**config.mk**
```make
export PLATFORM = sky130hd
export DESIGN_NAME = pipeline_ctrl_flat
export DESIGN_NICKNAME = d
export VERILOG_FILES = /design/src/rtl/pipeline_ctrl_if.sv /design/src/rtl/pipeline_ctrl.sv /design/src/flat_wrapper.sv
export SDC_FILE = /design/constraint.sdc
export NUM_CORES = 1
export LEC_CHECK = 0
export BUFFER_PORTS_ARGS = -buffer_cell sky130_fd_sc_hd__buf_2
export CAP_MARGIN = 10
export CORE_UTILIZATION = 51
export CTS_CLUSTER_DIAMETER = 30
export DETAILED_ROUTE_END_ITERATION = 8
export PLACE_DENSITY_LB_ADDON = 0.08
export REMOVE_ABC_BUFFERS = 1
export SYNTH_ARGS = -nofsm -noshare
export SYNTH_HDL_FRONTEND = slang
export SYNTH_SLANG_ARGS = --single-unit
```
**constraint.sdc**
```tcl
create_clock -name clk -period 2.6 [get_ports clk]
set_clock_uncertainty 0.05 [all_clocks]
set_input_delay 0.52 -clock clk [delete_from_list [all_inputs] [get_ports clk]]
set_output_delay 0.52 -clock clk [all_outputs]
set_load 0.005 [all_outputs]
```
**src/rtl/pipeline_ctrl_if.sv**
```systemverilog
// Hazard/event inputs and stage-register controls between the
// pipeline controller and the datapath.
interface pipeline_ctrl_if #(
  parameter int CNT_W = 32
);
  logic             load_use_stall;
  logic             branch_taken;
  logic             ex_is_muldiv;
  logic             md_done;
  logic             mem_req;
  logic             dmem_ready;
  logic             pc_en;
  logic             if_id_en;
  logic             if_id_flush;
  logic             id_ex_en;
  logic             id_ex_flush;
  logic             ex_mem_en;
  logic             ex_mem_flush;
  logic             mem_wb_flush;
  logic             md_start;
  logic             md_timeout;
  logic [CNT_W-1:0] stall_cycles;

  modport master (
    input  load_use_stall, branch_taken, ex_is_muldiv,
    input  md_done, mem_req, dmem_ready,
    output pc_en, if_id_en, if_id_flush,
    output id_ex_en, id_ex_flush,
    output ex_mem_en, ex_mem_flush, mem_wb_flush,
    output md_start, md_timeout, stall_cycles
  );

  modport slave (
    output load_use_stall, branch_taken, ex_is_muldiv,
    output md_done, mem_req, dmem_ready,
    input  pc_en, if_id_en, if_id_flush,
    input  id_ex_en, id_ex_flush,
    input  ex_mem_en, ex_mem_flush, mem_wb_flush,
    input  md_start, md_timeout, stall_cycles
  );
endinterface

```
**src/rtl/pipeline_ctrl.sv**
```systemverilog
// Stall/flush sequencer for the 5-stage pipeline, including the
// multi-cycle muldiv wait with timeout and a stall-cycle counter.
module pipeline_ctrl #(
  parameter int MD_TIMEOUT = 64,
  parameter int CNT_W      = 32
) (
  input  logic            clk,
  input  logic            rst_n,
  pipeline_ctrl_if.master bus
);
  localparam int TW = $clog2(MD_TIMEOUT + 1);
  localparam logic [TW-1:0] TMO_LAST = TW'(MD_TIMEOUT - 1);

  localparam logic [1:0] RUN          = 2'd0;
  localparam logic [1:0] MD_WAIT      = 2'd1;
  localparam logic [1:0] MD_DONE_HOLD = 2'd2;

  logic [1:0]       state_q, state_d;
  logic             md_done_q, md_done_d;
  logic [TW-1:0]    tmo_cnt_q, tmo_cnt_d;
  logic             md_timeout_q, md_timeout_d;
  logic [CNT_W-1:0] stall_q;

  logic dmem_stall;
  logic freeze;
  logic pc_en, if_id_en, id_ex_en, ex_mem_en;
  logic if_id_flush, id_ex_flush;
  logic ex_mem_flush, mem_wb_flush;
  logic md_start;

  assign dmem_stall = bus.mem_req & ~bus.dmem_ready;

  always_comb begin
    state_d      = state_q;
    md_done_d    = md_done_q;
    tmo_cnt_d    = tmo_cnt_q;
    md_timeout_d = md_timeout_q;
    freeze       = 1'b0;
    pc_en        = 1'b1;
    if_id_en     = 1'b1;
    id_ex_en     = 1'b1;
    ex_mem_en    = 1'b1;
    if_id_flush  = 1'b0;
    id_ex_flush  = 1'b0;
    ex_mem_flush = 1'b0;
    mem_wb_flush = 1'b0;
    md_start     = 1'b0;

    unique case (state_q)
      RUN: begin
        if (!dmem_stall) begin
          if (bus.ex_is_muldiv) begin
            freeze    = 1'b1;
            md_start  = 1'b1;
            state_d   = MD_WAIT;
            tmo_cnt_d = '0;
          end else if (bus.branch_taken) begin
            if_id_flush = 1'b1;
            id_ex_flush = 1'b1;
          end else if (bus.load_use_stall) begin
            pc_en       = 1'b0;
            if_id_en    = 1'b0;
            id_ex_flush = 1'b1;
          end
        end
      end
      MD_WAIT: begin
        // saturates so a timeout blocked by dmem fires once memory frees
        if (tmo_cnt_q != TMO_LAST)
          tmo_cnt_d = tmo_cnt_q + TW'(1);
        if (dmem_stall) begin
          if (bus.md_done) begin
            md_done_d = 1'b1;
            state_d   = MD_DONE_HOLD;
          end
        end else if (bus.md_done) begin
          state_d = RUN;
        end else if (tmo_cnt_q == TMO_LAST) begin
          state_d      = RUN;
          md_timeout_d = 1'b1;
        end else begin
          freeze = 1'b1;
        end
      end
      MD_DONE_HOLD: begin
        if (!dmem_stall && md_done_q) begin
          state_d   = RUN;
          md_done_d = 1'b0;
        end else begin
          freeze = 1'b1;
        end
      end
      default: state_d = RUN;
    endcase

    if (freeze) begin
      pc_en        = 1'b0;
      if_id_en     = 1'b0;
      id_ex_en     = 1'b0;
      ex_mem_en    = 1'b0;
      ex_mem_flush = 1'b1;
    end

    if (dmem_stall) begin
      pc_en        = 1'b0;
      if_id_en     = 1'b0;
      id_ex_en     = 1'b0;
      ex_mem_en    = 1'b0;
      if_id_flush  = 1'b0;
      id_ex_flush  = 1'b0;
      ex_mem_flush = 1'b0;
      mem_wb_flush = 1'b1;
      md_start     = 1'b0;
    end

    if (!rst_n) begin
      pc_en        = 1'b0;
      if_id_en     = 1'b0;
      id_ex_en     = 1'b0;
      ex_mem_en    = 1'b0;
      if_id_flush  = 1'b1;
      id_ex_flush  = 1'b1;
      ex_mem_flush = 1'b1;
      mem_wb_flush = 1'b1;
      md_start     = 1'b0;
    end
  end

  always_ff @(posedge clk) begin
    if (!rst_n) begin
      state_q      <= RUN;
      md_done_q    <= 1'b0;
      tmo_cnt_q    <= '0;
      md_timeout_q <= 1'b0;
      stall_q      <= '0;
    end else begin
      state_q      <= state_d;
      md_done_q    <= md_done_d;
      tmo_cnt_q    <= tmo_cnt_d;
      md_timeout_q <= md_timeout_d;
      if (!pc_en && (stall_q != '1))
        stall_q <= stall_q + CNT_W'(1);
    end
  end

  assign bus.pc_en        = pc_en;
  assign bus.if_id_en     = if_id_en;
  assign bus.if_id_flush  = if_id_flush;
  assign bus.id_ex_en     = id_ex_en;
  assign bus.id_ex_flush  = id_ex_flush;
  assign bus.ex_mem_en    = ex_mem_en;
  assign bus.ex_mem_flush = ex_mem_flush;
  assign bus.mem_wb_flush = mem_wb_flush;
  assign bus.md_start     = md_start;
  assign bus.md_timeout   = md_timeout_q;
  assign bus.stall_cycles = stall_q;
endmodule

```
**src/flat_wrapper.sv**
```systemverilog
// flat-port wrapper written by rule: the top's interface ports become plain ports
module pipeline_ctrl_flat 
#(
  parameter int MD_TIMEOUT = 64,
  parameter int CNT_W      = 32
)
  (clk, rst_n, bus_load_use_stall, bus_branch_taken, bus_ex_is_muldiv, bus_md_done, bus_mem_req, bus_dmem_ready, bus_pc_en, bus_if_id_en, bus_if_id_flush, bus_id_ex_en, bus_id_ex_flush, bus_ex_mem_en, bus_ex_mem_flush, bus_mem_wb_flush, bus_md_start, bus_md_timeout, bus_stall_cycles);
  pipeline_ctrl_if #(.CNT_W(CNT_W)) bus_i ();
  input  logic clk;
  input  logic rst_n;
  input wire logic [$bits(bus_i.load_use_stall)-1:0] bus_load_use_stall;
  input wire logic [$bits(bus_i.branch_taken)-1:0] bus_branch_taken;
  input wire logic [$bits(bus_i.ex_is_muldiv)-1:0] bus_ex_is_muldiv;
  input wire logic [$bits(bus_i.md_done)-1:0] bus_md_done;
  input wire logic [$bits(bus_i.mem_req)-1:0] bus_mem_req;
  input wire logic [$bits(bus_i.dmem_ready)-1:0] bus_dmem_ready;
  output wire logic [$bits(bus_i.pc_en)-1:0] bus_pc_en;
  output wire logic [$bits(bus_i.if_id_en)-1:0] bus_if_id_en;
  output wire logic [$bits(bus_i.if_id_flush)-1:0] bus_if_id_flush;
  output wire logic [$bits(bus_i.id_ex_en)-1:0] bus_id_ex_en;
  output wire logic [$bits(bus_i.id_ex_flush)-1:0] bus_id_ex_flush;
  output wire logic [$bits(bus_i.ex_mem_en)-1:0] bus_ex_mem_en;
  output wire logic [$bits(bus_i.ex_mem_flush)-1:0] bus_ex_mem_flush;
  output wire logic [$bits(bus_i.mem_wb_flush)-1:0] bus_mem_wb_flush;
  output wire logic [$bits(bus_i.md_start)-1:0] bus_md_start;
  output wire logic [$bits(bus_i.md_timeout)-1:0] bus_md_timeout;
  output wire logic [$bits(bus_i.stall_cycles)-1:0] bus_stall_cycles;
  assign bus_i.load_use_stall = bus_load_use_stall;
  assign bus_i.branch_taken = bus_branch_taken;
  assign bus_i.ex_is_muldiv = bus_ex_is_muldiv;
  assign bus_i.md_done = bus_md_done;
  assign bus_i.mem_req = bus_mem_req;
  assign bus_i.dmem_ready = bus_dmem_ready;
  assign bus_pc_en = bus_i.pc_en;
  assign bus_if_id_en = bus_i.if_id_en;
  assign bus_if_id_flush = bus_i.if_id_flush;
  assign bus_id_ex_en = bus_i.id_ex_en;
  assign bus_id_ex_flush = bus_i.id_ex_flush;
  assign bus_ex_mem_en = bus_i.ex_mem_en;
  assign bus_ex_mem_flush = bus_i.ex_mem_flush;
  assign bus_mem_wb_flush = bus_i.mem_wb_flush;
  assign bus_md_start = bus_i.md_start;
  assign bus_md_timeout = bus_i.md_timeout;
  assign bus_stall_cycles = bus_i.stall_cycles;
  pipeline_ctrl #(.MD_TIMEOUT(MD_TIMEOUT), .CNT_W(CNT_W)) u_core (.clk(clk), .rst_n(rst_n), .bus(bus_i));
endmodule
```
==> flow_metrics.tcl, run 1 <==
set metrics [dict create \
    synth-edff-count 0 \
    criticalPathCategory "reg -> out" \
    final.period_utilization 0.934 \
    synth_warnings 0 \
    number_of_global_route_vias_before_repair 2116 \
    cts_root_buf "sky130_fd_sc_hd__clkbuf_8" \
    drt-wirelength-per-cell_um 13.9 \
    gr-usage-met2 0.392 \
    detail_route.drc_violations 0 \
    fin_setup_tns_ps 0 \
    post_route_cells_drive_above_1_share 0.229 \
    overall_routing_resource_usage 0.232 \
    end_kind "output port" \
    cts.reportedPaths.clkPinSlew_ps 80 \
    max_cap_violations 0 \
    total_vias_in_the_final_route 2443 \
    grt.met1_usage 0.307 \
    grt.busiest_layer "met2" \
    syn_area_per_cell_sq_um 8.09 \
    asyncSetResetFlopFracSynth 0 \
    cts_tree "yes" \
    start_util 0.548 \
    die-area_sq_um 5120 \
    antenna_found_initial 0 \
    via_per_inst 6.03 \
    cell_by_cell_listing_of_the_critical_path "or3b_1 -> a21o_1 -> o311ai_2 -> inv_2 -> buf_12 -> buf_2" \
    io_buffer_count 49 \
    max_slew.worst_pin.slew_ps 615 \
    min_path_type "reg -> reg" \
    postSynth.topFlopCell "sky130_fd_sc_hd__dfxtp_1" \
    ir_drop_mv 0.240 \
    drt-pass1-iter-count 4 \
    top_fanout_value_on_the_critical_path 50 \
    die_height_um 71.6 \
    slowest_delay_ps 430 \
    stdcell_count 405 \
    global_route.overflow_total 0 \
    dpl.cell_count 399 \
    buffers_plus_inverters_on_the_worst_setup_path 3 \
    row_count 24 \
    drt.antenna.violating_nets 0 \
    standard_cell_area_after_detailed_placement_sq_um 2800 \
    fin_util 0.638 \
    area_growth_syn_to_layout_pct 16.5 \
    arrival_ps 1860 \
    status "finished clean" \
    yosys.area.top_type "sky130_fd_sc_hd__dfxtp_1" \
    yosys_register_bits 43 \
    design.core.area_sq_um 4500 \
    number_of_drc_markers_in_iteration_0 161 \
    detail_route.wirelength_um 5620 \
    power.density_nw_per_um2 420 \
    final_critical_path_setup_slack_ps 171 \
    max_slew_margin 0.587 \
    worst_skew_pair_latency_ps 290 \
    die-width_um 71.6 \
    rsz_0062_raised_after_global_routing "false" \
    max_freq_mhz 412 \
    dp_hpwl_um 3910 \
    final_period_minus_worst_setup_slack_ps 2430 \
    whs_ps 387 \
    maxSlewViolCount 0 \
    grt_first_pass_wirelength_um 9600 \
    cts_num_sinks 43 \
    crit_path_top_delay_cell "sky130_fd_sc_hd__dfxtp_1" \
    layout.cells.most_common "sky130_fd_sc_hd__buf_2" \
    grtUsageMet3 0.0492 \
    tritoncts.num_buffers 5 \
    total_power_mw 1.21 \
    finalHoldViolations 0 \
    antenna-diode-count 0 \
    p_leak_nw 1.02 \
    place_congestion 0.807 \
    startpoint_type "flip-flop" \
    post_cts.repair.setup_buffers 0 \
    cts.path.max_buffers 2 \
    postCtsResizedCells 0 \
    synthDistinctLibCells 51 \
    post-route-cell-area_sq_um 2870 \
    critical_path_required_ps 2030 \
    top_delay_family_on_crit_path "flip-flops" \
    most-common-layout-cells "sky130_fd_sc_hd__buf_2 (49), sky130_fd_sc_hd__dfxtp_1 (43), sky130_fd_sc_hd__nand2_1 (32)" \
    design.portCount 50 \
    synth.yosys.seq_area_share 0.349 \
    grt_start_max_net_pins 51 \
    htreeDepth 2 \
    holdBufCountCts 0 \
    final_nets 364 \
    report.final.setup_viol 0 \
    post_synth_inst_count 305 \
    place_ws_ps 230 \
    syn_area_sq_um 2470 \
    synth_area_leaders "sky130_fd_sc_hd__dfxtp_1 (35%), sky130_fd_sc_hd__a21oi_1 (5.7%), sky130_fd_sc_hd__mux2i_1 (5.3%), sky130_fd_sc_hd__nand2_1 (4.9%), sky130_fd_sc_hd__o31ai_1 (4.9%)" \
    top_cell_type_s_share_of_synthesized_area 0.349 \
]
-- cells in the mapped netlist, types with 2 or more instances --
cell type and count:
sky130_fd_sc_hd__dfxtp_1 43, sky130_fd_sc_hd__nand2_1 32, sky130_fd_sc_hd__a21oi_1 28, sky130_fd_sc_hd__clkbuf_1 16, sky130_fd_sc_hd__o31ai_1 16, sky130_fd_sc_hd__or4_1 15
sky130_fd_sc_hd__mux2i_1 13, sky130_fd_sc_hd__nand2b_1 13, sky130_fd_sc_hd__nor4_1 13, sky130_fd_sc_hd__nor2_1 12, sky130_fd_sc_hd__nand3_1 11, sky130_fd_sc_hd__o21ai_0 11
sky130_fd_sc_hd__inv_1 10, sky130_fd_sc_hd__nand4_1 9, sky130_fd_sc_hd__nor3_1 9, sky130_fd_sc_hd__or3_1 5, sky130_fd_sc_hd__and4_1 3, sky130_fd_sc_hd__nor2b_1 3
sky130_fd_sc_hd__buf_2 2, sky130_fd_sc_hd__buf_4 2, sky130_fd_sc_hd__ha_1 2, sky130_fd_sc_hd__nand3b_1 2, sky130_fd_sc_hd__nand4b_1 2, sky130_fd_sc_hd__nor4b_1 2
sky130_fd_sc_hd__o211ai_1 2, sky130_fd_sc_hd__o21a_1 2, sky130_fd_sc_hd__or2_2 2, sky130_fd_sc_hd__or4_4 2
-- worst reg2reg max path, cell delays in order (launching register included) --
cell	delay (ps)
sky130_fd_sc_hd__dfxtp_1	440
sky130_fd_sc_hd__ha_1	230
sky130_fd_sc_hd__inv_1	90
sky130_fd_sc_hd__or4_1	570
sky130_fd_sc_hd__buf_4	210
sky130_fd_sc_hd__nor3_2	170
sky130_fd_sc_hd__buf_4	230
sky130_fd_sc_hd__nor4_1	100
sky130_fd_sc_hd__mux2i_1	130
-- metal layers --
| layer | vias to the layer above | share of wire | wire length [um] |
|---|---|---|---|
| met3 | 2 | 0.049 | 276 |
| met1 | 1134 | 0.47 | 2640 |
| li1 | 1248 | - | - |
| met4 | 0 | 0.0034 | 19 |
| met5 | - | 0 | 0 |
| met2 | 59 | 0.48 | 2690 |
-- area by class of cell --
| class | instances | area [sq um] |
|---|---|---|
| Multi-Input combinational cell | 230 | 1470 |
| Inverter | 11 | 41.3 |
| Tap cell | 52 | 65.1 |
| Fill cell | 404 | 1630 |
| Timing Repair Buffer | 63 | 363 |
| Clock buffer | 6 | 72.6 |
| Sequential cell | 43 | 861 |
-- state kept, by name, summed over array words and instances (netlist names) --
| register | count |
|---|---|
| u_core.bus.md_timeout | 1 |
| u_core.state_q | 2 |
| u_core.md_done_q | 1 |
| u_core.tmo_cnt_q | 7 |
| u_core.bus.stall_cycles | 32 |
-- path summary, 6_finish.rpt --
path	startpoint	to	slack, ps	cells past startpoint
worst max-delay path	u_core.state_q[0]	bus_if_id_en	170	6
worst min-delay path	u_core.tmo_cnt_q[6]	u_core.tmo_cnt_q[6]	390	2
worst max register to register	u_core.bus.stall_cycles[0]	u_core.bus.stall_cycles[8]	260	8
worst min register to register	u_core.tmo_cnt_q[6]	u_core.tmo_cnt_q[6]	390	2
-- power by group --
group          total (mW)  switching [mW]  internal, mW
registers           0.676         0.00912         0.666
clock network       0.393           0.213         0.179
logic               0.138          0.0815        0.0566
-- kinds of logic after synthesis --
logic type | share of synthesized area
AOI/OAI and AO/OA | 0.191
xor gates and xnor gates | 0.00355
adders and majority gates | 0.0101
buffers and inverters | 0.0558
DFF | 0.349
muxes | 0.0573
and+or+nand+nor | 0.333
Note: power is estimated with default switching activity, not from simulation.
==> inputs of run 2 (changes only) <==
--- a/config.mk
+++ b/config.mk
@@ -10,7 +10,7 @@
 export CORE_UTILIZATION = 51
 export CTS_CLUSTER_DIAMETER = 30
 export DETAILED_ROUTE_END_ITERATION = 8
-export PLACE_DENSITY_LB_ADDON = 0.08
+export PLACE_DENSITY = 0.82
 export REMOVE_ABC_BUFFERS = 1
 export SYNTH_ARGS = -nofsm -noshare
 export SYNTH_HDL_FRONTEND = slang
==> constraint.sdc (replaced) <==
create_clock -name clk -period 3.11 [get_ports clk]
set_clock_uncertainty 0.05 [all_clocks]
set_input_delay 0.622 -clock clk [delete_from_list [all_inputs] [get_ports clk]]
set_output_delay 0.622 -clock clk [all_outputs]
set_load 0.005 [all_outputs]
==> flow_metrics.tcl, run 2 (synthesis gave the netlist of run 1 again) <==
set metrics [dict create \
    status "finished clean" \
    final_period_minus_worst_setup_slack_ps 2850 \
    total_power_mw 1.02 \
    flip_flop_count_of_the_largest_register_all_copies_and_words_added 32 \
    design.portCount 50 \
    post_route_cells_drive_above_1_share 0.222 \
    max_cap_violations 0 \
    die_height_um 71.6 \
    top_delay_family_on_crit_path "buffers and inverters" \
    post_cts.repair.setup_buffers 0 \
    ir_drop_mv 0.213 \
    number_of_drc_markers_in_iteration_0 165 \
    cts_root_buf "sky130_fd_sc_hd__clkbuf_8" \
    htreeDepth 2 \
    worst_skew_pair_latency_ps 300 \
    power.density_nw_per_um2 360 \
    die-width_um 71.6 \
    slowest_delay_ps 560 \
    cts_tree "yes" \
    cts.path.max_buffers 2 \
    finalHoldViolations 0 \
    via_per_inst 6.05 \
    most-common-layout-cells "sky130_fd_sc_hd__buf_2 (49), sky130_fd_sc_hd__dfxtp_1 (43), sky130_fd_sc_hd__nand2_1 (32)" \
    setup.worst_path.start "u_core.tmo_cnt_q[0]" \
    number_of_global_route_vias_before_repair 2237 \
    p_leak_nw 1.00 \
    report.final.setup_viol 0 \
    dpl.cell_count 395 \
    start_util 0.548 \
    arrival_ps 2180 \
    antenna_found_initial 0 \
    grt_first_pass_wirelength_um 9910 \
    top_fanout_value_on_the_critical_path 50 \
    drt-wirelength-per-cell_um 14.0 \
    cell_by_cell_listing_of_the_critical_path "ha_1 -> nor2b_1 -> a21o_1 -> o311ai_2 -> inv_2 -> buf_2" \
    grt_start_max_net_pins 51 \
    stdcell_count 403 \
    row_count 24 \
    detail_route.wirelength_um 5620 \
    min_from "u_core.tmo_cnt_q[6]" \
    final_critical_path_setup_slack_ps 262 \
    critical_path_required_ps 2440 \
    cts.reportedPaths.clkPinSlew_ps 70 \
    final.period_utilization 0.916 \
    criticalPathCategory "reg -> out" \
    crit_path_top_delay_cell "sky130_fd_sc_hd__inv_2" \
    io_buffer_count 49 \
    drt.antenna.violating_nets 0 \
    drt-pass1-iter-count 4 \
    maxSlewViolCount 0 \
    detail_route.drc_violations 0 \
    postCtsResizedCells 0 \
    layout.cells.most_common "sky130_fd_sc_hd__buf_2" \
    place_ws_ps 264 \
    total_vias_in_the_final_route 2439 \
    holdBufCountCts 0 \
    max_freq_mhz 351 \
    cts_num_sinks 43 \
    fin_setup_tns_ps 0 \
    whs_ps 385 \
    min_path_type "reg -> reg" \
    rsz_0062_raised_after_global_routing "false" \
    design.core.area_sq_um 4500 \
    end_kind "output port" \
    antenna-diode-count 0 \
    standard_cell_area_after_detailed_placement_sq_um 2760 \
    overall_routing_resource_usage 0.238 \
    dp_hpwl_um 3910 \
    max_slew.worst_pin.slew_ps 719 \
    startpoint_type "flip-flop" \
    buffers_plus_inverters_on_the_worst_setup_path 2 \
    num-fill-cells 406 \
    max_slew_margin 0.520 \
    fin_util 0.631 \
    worst_r2r_startpoint "u_core.state_q[1]" \
    final_nets 360 \
    global_route.overflow_total 0 \
    post-route-cell-area_sq_um 2840 \
    tritoncts.num_buffers 5 \
    area_growth_syn_to_layout_pct 15.2 \
    place_congestion 0.820 \
    die-area_sq_um 5120 \
]
## run 2: cell types whose count changed in the layout (fill, tap and decap cells not counted), sizes merged
cell      previous run  this run
clkinvlp             0         1
clkinv               0         1
buf                 63        59
## run 2: worst paths after layout
kind | endpoint | slack (ps) | cells past startpoint
worst max-delay path | bus_pc_en | 260 | 6
worst min-delay path | u_core.tmo_cnt_q[6] | 380 | 2
worst max register to register | u_core.bus.stall_cycles[22] | 670 | 7
worst min register to register | u_core.tmo_cnt_q[6] | 380 | 2
## run 2: per-layer routing
layer  vias to the layer above  GRT usage  share of wire
met5                         -          0              0
met4                         0     0.0784          0.014
met3                        10     0.0534          0.047
met2                        61      0.402           0.48
met1                      1132      0.303           0.46
li1                       1236          -              -
## run 2: power by group
group	switching (mW)	internal [mW]	total [mW]
Sequential	0.0102	0.557	0.568
Combinational	0.0636	0.0392	0.103
Clock	0.195	0.157	0.352
## run 2: final cells by class
| cell class | count | area, sq um | share of cell area |
|---|---|---|---|
| Multi-Input combinational cell | 230 | 1470 | 0.517 |
| Clock buffer | 6 | 72.6 | 0.0255 |
| Timing Repair Buffer | 59 | 320 | 0.113 |
| Inverter | 11 | 41.3 | 0.0145 |
| Tap cell | 52 | 65.1 | 0.0229 |
| Clock inverter | 2 | 12.5 | 0.00440 |
| Sequential cell | 43 | 861 | 0.303 |
## run 2: tightest hold or removal path, stage by stage, from the launching register on
cell	delay (ps)
sky130_fd_sc_hd__dfxtp_1	320
sky130_fd_sc_hd__inv_1	50
sky130_fd_sc_hd__a211oi_1	30
